**src/rtl/oled_frame_sequencer.sv**
```systemverilog
// Power-up, init and full-frame streaming sequencer for a 128x32 SSD1306 behind a byte-wide I2C writer.
// Optional build macro: OLED_SEQ_AUTOREFRESH_EN adds a periodic self-refresh timer.
module oled_frame_sequencer #(
    parameter int POWERUP_DLY = 25000,
    parameter int COLS        = 128,
    parameter int PAGES       = 4
`ifdef OLED_SEQ_AUTOREFRESH_EN
    ,
    parameter int REFRESH_PERIOD = 1250000
`endif
) (
    input  logic       CLOCK,
    input  logic       RST_n,
    input  logic       iRefresh,
    output logic [8:0] oRdAddr,
    input  logic [7:0] iRdData,
    output logic       oCall,
    output logic [7:0] oCtrl,
    output logic [7:0] oData,
    input  logic       iDone,
    output logic       oReady,
    output logic       oFrameDone
);

    localparam int         PWR_W    = $clog2(POWERUP_DLY + 1);
    localparam logic [8:0] LAST_IDX = 9'(COLS * PAGES - 1);

    typedef enum logic [2:0] {
        S_PWR, S_INIT, S_IDLE, S_WIN, S_FETCH, S_SEND, S_FIN
    } state_t;

    state_t           state_q;
    logic [PWR_W-1:0] pwr_cnt_q;
    logic [4:0]       cmd_idx_q;
    logic [8:0]       byte_idx_q;
    logic [8:0]       rd_addr_q;
    logic             phase_q;
    logic             pend_q;
    logic             call_q;
    logic [7:0]       ctrl_q;
    logic [7:0]       data_q;
    logic             ready_q;
    logic             frame_done_q;

`ifdef OLED_SEQ_AUTOREFRESH_EN
    localparam int    RCNT_W = $clog2(REFRESH_PERIOD + 1);
    logic [RCNT_W-1:0] rcnt_q;
`endif

    function automatic logic [7:0] init_byte(input logic [4:0] i);
        case (i)
            5'd0:  return 8'hAE;
            5'd1:  return 8'hD5;
            5'd2:  return 8'h80;
            5'd3:  return 8'hA8;
            5'd4:  return 8'h1F;
            5'd5:  return 8'hD3;
            5'd6:  return 8'h00;
            5'd7:  return 8'h40;
            5'd8:  return 8'h8D;
            5'd9:  return 8'h14;
            5'd10: return 8'h20;
            5'd11: return 8'h00;
            5'd12: return 8'hA1;
            5'd13: return 8'hC8;
            5'd14: return 8'hDA;
            5'd15: return 8'h02;
            5'd16: return 8'h81;
            5'd17: return 8'h8F;
            5'd18: return 8'hD9;
            5'd19: return 8'hF1;
            5'd20: return 8'hDB;
            5'd21: return 8'h40;
            5'd22: return 8'hA4;
            5'd23: return 8'hA6;
            default: return 8'hAF;
        endcase
    endfunction

    // Column range 0..COLS-1, page range 0..PAGES-1.
    function automatic logic [7:0] win_byte(input logic [2:0] i);
        case (i)
            3'd0: return 8'h21;
            3'd1: return 8'h00;
            3'd2: return 8'(COLS - 1);
            3'd3: return 8'h22;
            3'd4: return 8'h00;
            default: return 8'(PAGES - 1);
        endcase
    endfunction

    always_ff @(posedge CLOCK or negedge RST_n) begin
        if (!RST_n) begin
            state_q      <= S_PWR;
            pwr_cnt_q    <= '0;
            cmd_idx_q    <= '0;
            byte_idx_q   <= '0;
            rd_addr_q    <= '0;
            phase_q      <= 1'b0;
            pend_q       <= 1'b0;
            call_q       <= 1'b0;
            ctrl_q       <= 8'h00;
            data_q       <= 8'h00;
            ready_q      <= 1'b0;
            frame_done_q <= 1'b0;
`ifdef OLED_SEQ_AUTOREFRESH_EN
            rcnt_q       <= '0;
`endif
        end else begin
            frame_done_q <= 1'b0;
            if (iRefresh && state_q != S_IDLE)
                pend_q <= 1'b1;
`ifdef OLED_SEQ_AUTOREFRESH_EN
            if (state_q != S_PWR && state_q != S_INIT) begin
                if (rcnt_q == RCNT_W'(REFRESH_PERIOD - 1)) begin
                    rcnt_q <= '0;
                    pend_q <= 1'b1;
                end else begin
                    rcnt_q <= rcnt_q + 1'b1;
                end
            end
`endif
            case (state_q)
                S_PWR: begin
                    if (pwr_cnt_q == PWR_W'(POWERUP_DLY - 1)) begin
                        state_q   <= S_INIT;
                        cmd_idx_q <= '0;
                        ctrl_q    <= 8'h00;
                        data_q    <= init_byte(5'd0);
                        call_q    <= 1'b1;
                    end else begin
                        pwr_cnt_q <= pwr_cnt_q + 1'b1;
                    end
                end
                // A low oCall cycle separates consecutive calls; iDone only counts while calling.
                S_INIT: begin
                    if (!call_q) begin
                        data_q <= init_byte(cmd_idx_q);
                        call_q <= 1'b1;
                    end else if (iDone) begin
                        call_q <= 1'b0;
                        if (cmd_idx_q == 5'd24) begin
                            state_q <= S_IDLE;
                            ready_q <= 1'b1;
`ifdef OLED_SEQ_AUTOREFRESH_EN
                            rcnt_q  <= '0;
`endif
                        end else begin
                            cmd_idx_q <= cmd_idx_q + 1'b1;
                        end
                    end
                end
                S_IDLE: begin
                    if (pend_q || iRefresh) begin
                        pend_q    <= 1'b0;
                        ready_q   <= 1'b0;
                        cmd_idx_q <= '0;
                        state_q   <= S_WIN;
                    end
                end
                S_WIN: begin
                    if (!call_q) begin
                        ctrl_q <= 8'h00;
                        data_q <= win_byte(cmd_idx_q[2:0]);
                        call_q <= 1'b1;
                    end else if (iDone) begin
                        call_q <= 1'b0;
                        if (cmd_idx_q == 5'd5) begin
                            state_q    <= S_FETCH;
                            byte_idx_q <= '0;
                            rd_addr_q  <= '0;
                            phase_q    <= 1'b0;
                        end else begin
                            cmd_idx_q <= cmd_idx_q + 1'b1;
                        end
                    end
                end
                // Address was presented on entry; the RAM answers one cycle later.
                S_FETCH: begin
                    if (!phase_q) begin
                        phase_q <= 1'b1;
                    end else begin
                        phase_q <= 1'b0;
                        data_q  <= iRdData;
                        ctrl_q  <= 8'h40;
                        call_q  <= 1'b1;
                        state_q <= S_SEND;
                    end
                end
                S_SEND: begin
                    if (iDone) begin
                        call_q <= 1'b0;
                        if (byte_idx_q == LAST_IDX) begin
                            state_q <= S_FIN;
                        end else begin
                            byte_idx_q <= byte_idx_q + 1'b1;
                            rd_addr_q  <= byte_idx_q + 1'b1;
                            state_q    <= S_FETCH;
                        end
                    end
                end
                S_FIN: begin
                    frame_done_q <= 1'b1;
                    ready_q      <= 1'b1;
                    state_q      <= S_IDLE;
                end
                default: state_q <= S_PWR;
            endcase
        end
    end

    assign oRdAddr    = rd_addr_q;
    assign oCall      = call_q;
    assign oCtrl      = ctrl_q;
    assign oData      = data_q;
    assign oReady     = ready_q;
    assign oFrameDone = frame_done_q;

endmodule

```
**config.mk**
```make
export PLATFORM = sky130hd
export DESIGN_NAME = oled_frame_sequencer
export DESIGN_NICKNAME = d
export VERILOG_FILES = /design/src/rtl/oled_frame_sequencer.sv
export SDC_FILE = /design/constraint.sdc
export NUM_CORES = 1
export LEC_CHECK = 0
export ABC_CLOCK_PERIOD_IN_PS = 2620
export BUFFER_PORTS_ARGS = -buffer_cell sky130_fd_sc_hd__clkbuf_2
export CAP_MARGIN = 20
export CORE_MARGIN = 8
export CORE_UTILIZATION = 38
export CTS_CLUSTER_DIAMETER = 60
export CTS_CLUSTER_SIZE = 14
export DETAILED_ROUTE_END_ITERATION = 12
export MAX_ROUTING_LAYER = met4
export PLACE_DENSITY = 0.69
export SETUP_SLACK_MARGIN = 0.15
export SYNTH_ARGS = -nofsm -noshare
export SYNTH_HDL_FRONTEND = slang
export SYNTH_SLANG_ARGS = --single-unit
```
**constraint.sdc**
```tcl
create_clock -name CLOCK -period 2.62 [get_ports CLOCK]
set_clock_uncertainty 0.05 [all_clocks]
set_input_delay 0.524 -clock CLOCK [delete_from_list [all_inputs] [get_ports CLOCK]]
set_output_delay 0.524 -clock CLOCK [all_outputs]
set_load 0.005 [all_outputs]
```
==> results by stage <==
Logic synthesis:
- After synthesis, the mean cell area works out to 8.81 um^2.
- The netlist area before placement is 2930 um^2.
- Counting flops and latches in the post-synthesis netlist gives 46.
- Counting flops with a built-in enable in the synthesized netlist gives 0.
- The area share of the largest cell type after synthesis is 39.2%.
- The commonest cells after synthesis are dfrtp_1, nor2_1, a21oi_1.
- Yosys attributes the largest share of cell area to dfrtp_1, ha_1, a21oi_1.
- Counting distinct cell types in the post-synthesis netlist gives 63.
- The proportion of synthesized chip area in sequential cells is 39.2%.
- Among all cell types in the netlist, the one instantiated most often is dfrtp_1.
- The count of mapped cells out of synthesis is 333.
- Among all flip-flop cells after synthesis, the most frequent one is dfrtp_1.
- The number of warning messages in the yosys log is 0.
- The async set-reset flop share out of synthesis is 100%.
- The leading area contributor after synthesis is dfrtp_1.

Pwr:
- Sequential cells account for approximately 43% of the total power.
- The share of total power in the clock network is 24.7%.
- The leakage power is 0.00150 uW.
- The peak supply drop is 0.412 mV.
- Summed over all nets, the switching power comes to 747 uW.
- The cell-internal power is 1470 uW.
- Net switching is 33.8% of the power.
- Combinational logic is responsible for 32.6% of the overall power.
- In this run the power density over the cells is 646 nW/um^2.

Placed design:
- The quantity of I/O buffers inserted on ports is 32.
- The wire-length estimate of the detail-placed layout is 5650 um.
- The congestion estimate from routability-driven global placement came to ~0.9.
- The worst slack after detailed placement is between 150 and 200 ps.

Clock network:
- The worst-case clock buffer depth is 2.
- The clock latency on the worst-skew pair is 300 ps.
- The number of buffers created by CTS is 5.
- The library cell used as clock root buffer is clkbuf_8.
- The count of hold-fix buffers inserted at cts is 0.
- The TritonCTS clock tree is yes.
- The count of clock tree sinks is 46.
- The H-tree was split into 2 levels.
- The clock-pin slew reported for the worst setup and hold paths after clock tree synthesis is around 90 ps.

STA:
- The normalized max-slew margin is around 63%.
- The actual transition at the worst max-transition pin is about 550 ps.
- Setup repair after global routing left no endpoint under its margin.
- Setup slack on the critical path of the routed design comes to between 200 and 250 ps.
- Adding up every negative setup slack in the final design gives 0 ps.
- Setup violations remaining at the end of the flow were counted as 0.
- Based on the critical path, the design can be clocked at up to between 0.4 and 0.5 GHz.
- The count of endpoints failing hold in the final timing report came to 0.
- After layout, the worst path uses 91.7% of the clock period.
- The smallest clock period supported by the final layout is computed as ~2400 ps.
- The final number of max-transition violations is 0.

Global routing:
- The total track usage is roughly 15%.
- The maximum number of pins on one net before global-route repair is 34.
- The initial antenna violation count is 0.
- The number of global-route vias before repair came to 2590.
- The first-pass GRT wire length is 12900 um.
- The total congestion overflow is 0.

Die:
- The width of the die is 104 um.
- The number of I/O pins is 40.
- The starting density of the core is a little under 40%.
- The number of standard-cell rows in the floorplan is 32.
- The die area is roughly 11000 um^2.
- After floorplanning, the core was sized to cover 7610 um^2.
- The die height is about 100 um.

Worst setup path:
- The data arrival time of the worst path is 2540 ps.
- The end of the worst register-to-register path is oRdAddr[7].
- In this run the register-to-register setup slack is 220 ps.
- The data required time at the worst endpoint is 2750 ps.
- The launching element type of the critical path is a flip-flop.
- The path depth of the worst reg2reg path is 10.
- The startpoint identified for the worst register-to-register timing path is oRdAddr[1].
- The first element of the critical path is oRdAddr[1].
- The category of the critical setup timing path is flip-flop to flip-flop.
- The critical-path maximum fanout is 9.
- The category of the worst setup path capture point is a flip-flop.

Cells and area:
- The area growth from synthesis to final layout is 16.7%.
- The number of nets in the layout is 399.
- Cells with a size suffix above 1 make up 22.1% of the layout.
- Counting the fill cells in the layout gives 775.
- 0 antenna diodes ended up in the layout.

Worst hold path:
- The worst min-delay path category is input port to async pin.

Drt:
- For this block, the initial DRC count from the detailed router was 192.
- After detailed routing, the number of vias per cell comes to 5.41.
- The count of nets left with antenna violations once routing finished came out at 0.
- In the final routing, the length of wire on met1 measures 3470 um.
- The uppermost metal layer occupied by signal nets is met4.
- Summed over all nets, wire length on met3 after detailed routing comes to 497 um.
- In the detailed route, the total length drawn on met2 is between 3000 and 4000 um.
- The vias after detailed routing is 2585.
- The detailed-route wire length is around 7600 um.
- Dividing the detail-routed wire length by the instance count gives 15.9 um.
- The pre-antenna-repair detailed-routing pass consisted of 4 iterations.
- The number of remaining DRC errors is 0.

Job:
- The number of max-cap violations is 0.

Status:
- The run finished with clean final reports.
==> critical path, cell delays in order (launching register included) <==
cell,delay [ps]
dfrtp_1,420
ha_4,190
and4_4,150
and3_1,180
ha_2,180
nor3b_2,170
a31oi_2,70
or2_1,260
buf_4,160
o31ai_1,340
a21oi_2,90
==> worst max path at each step <==
stage                 end  cells after the start
2_1_floorplan  oRdAddr[7]                     10
3_3_place_gp   oRdAddr[7]                      9
3_5_place_dp   oRdAddr[7]                      9
4_1_cts        oRdAddr[7]                      9
5_1_grt        oRdAddr[7]                     10
6_report       oRdAddr[7]                     10
==> state kept, by name (all words and copies together) (netlist names) <==
name / cells
cmd_idx_q: 5
oFrameDone: 1
state_q: 3
oData: 8
oRdAddr: 9
oCall: 1
phase_q: 1
pend_q: 1
oReady: 1
oCtrl: 1
pwr_cnt_q: 15
==> what timing repair did <==
| item | 4_1_cts | 5_1_grt |
|---|---|---|
| hold endpoints to repair | 0 | 0 |
| gates cloned | 0 | 0 |
| pin swaps | 0 | 6 |
| resized for setup | 0 | 7 |
| endpoints found under the setup margin | 1 | 5 |
| buffers inserted | 3 | 3 |
==> final cells by class <==
type,count,area (um^2),area share (%)
Tap cell,102,128,3.73
Timing Repair Buffer,51,303,8.85
Multi-Input combinational cell,255,1670,48.8
Inverter,16,60.1,1.75
Clock inverter,3,43.8,1.28
Clock buffer,5,68.8,2.01
Sequential cell,46,1150,33.6
==> metal layers <==
metal  vias to the layer above  global-route usage, %
li1                       1283                      -
met1                      1223                   18.7
met2                        72                   22.4
met3                         7                   4.03
met4                         0                   3.41
met5                         -                      -
==> cells in the final DEF, fill, tap and decap left out, types with 5 or more instances in the layout <==
| cell | synthesis | final |
|---|---|---|
| dfrtp_1 | 46 | 46 |
| clkbuf_2 | 1 | 32 |
| nor2_1 | 30 | 30 |
| o21ai_0 | 22 | 22 |
| a21oi_1 | 23 | 22 |
| nand2_1 | 20 | 20 |
| buf_4 | 7 | 19 |
| inv_1 | 15 | 15 |
| nand3_1 | 15 | 15 |
| xnor2_1 | 11 | 11 |
| nor3_1 | 9 | 9 |
| ha_1 | 12 | 9 |
| o31ai_1 | 7 | 7 |
| conb_1 | 1 | 7 |
| a31oi_1 | 7 | 6 |
| o22ai_1 | 6 | 6 |
| nand4_1 | 5 | 5 |
| xor2_1 | 5 | 5 |
| nor4_1 | 5 | 5 |
| mux2_2 | 5 | 5 |
| clkbuf_8 | 0 | 5 |
==> power groups by stage <==
stage	sequential, uW	clock (uW)	combinational (uW)
3_5_place_dp	966	0	663
3_3_place_gp	957	0	656
5_1_grt	968	598	815
6_report	946	545	721
4_1_cts	943	563	701
2_1_floorplan	938	0	432
==> metrics by stage <==
stage               hold slack, ps  instance area (um^2)  std cells  utilization (%)  total power [uW]
floorplan                      178                  2970        339                -              1370
global placement               400                  3230        464             42.5              1610
detailed placement             407                  3230        464             42.5              1630
CTS                           68.9                  3370        475             44.3              2210
global route                  83.0                  3420        478             45.0              2380
finish                        65.2                  3420        478             45.0              2210
==> logic make-up after synthesis <==
family,count (synthesis),share of synthesized area (%)
AND/OR/NAND/NOR,119,21.4
AO/OA/AOI/OAI,95,20.9
flip-flops,46,39.2
buffers and inverters,38,6.14
XOR/XNOR,16,4.78
adder cells (fa/ha/maj),12,5.12
multiplexers,6,2.26
other,1,0.128
(Power assumes the default switching activity.)
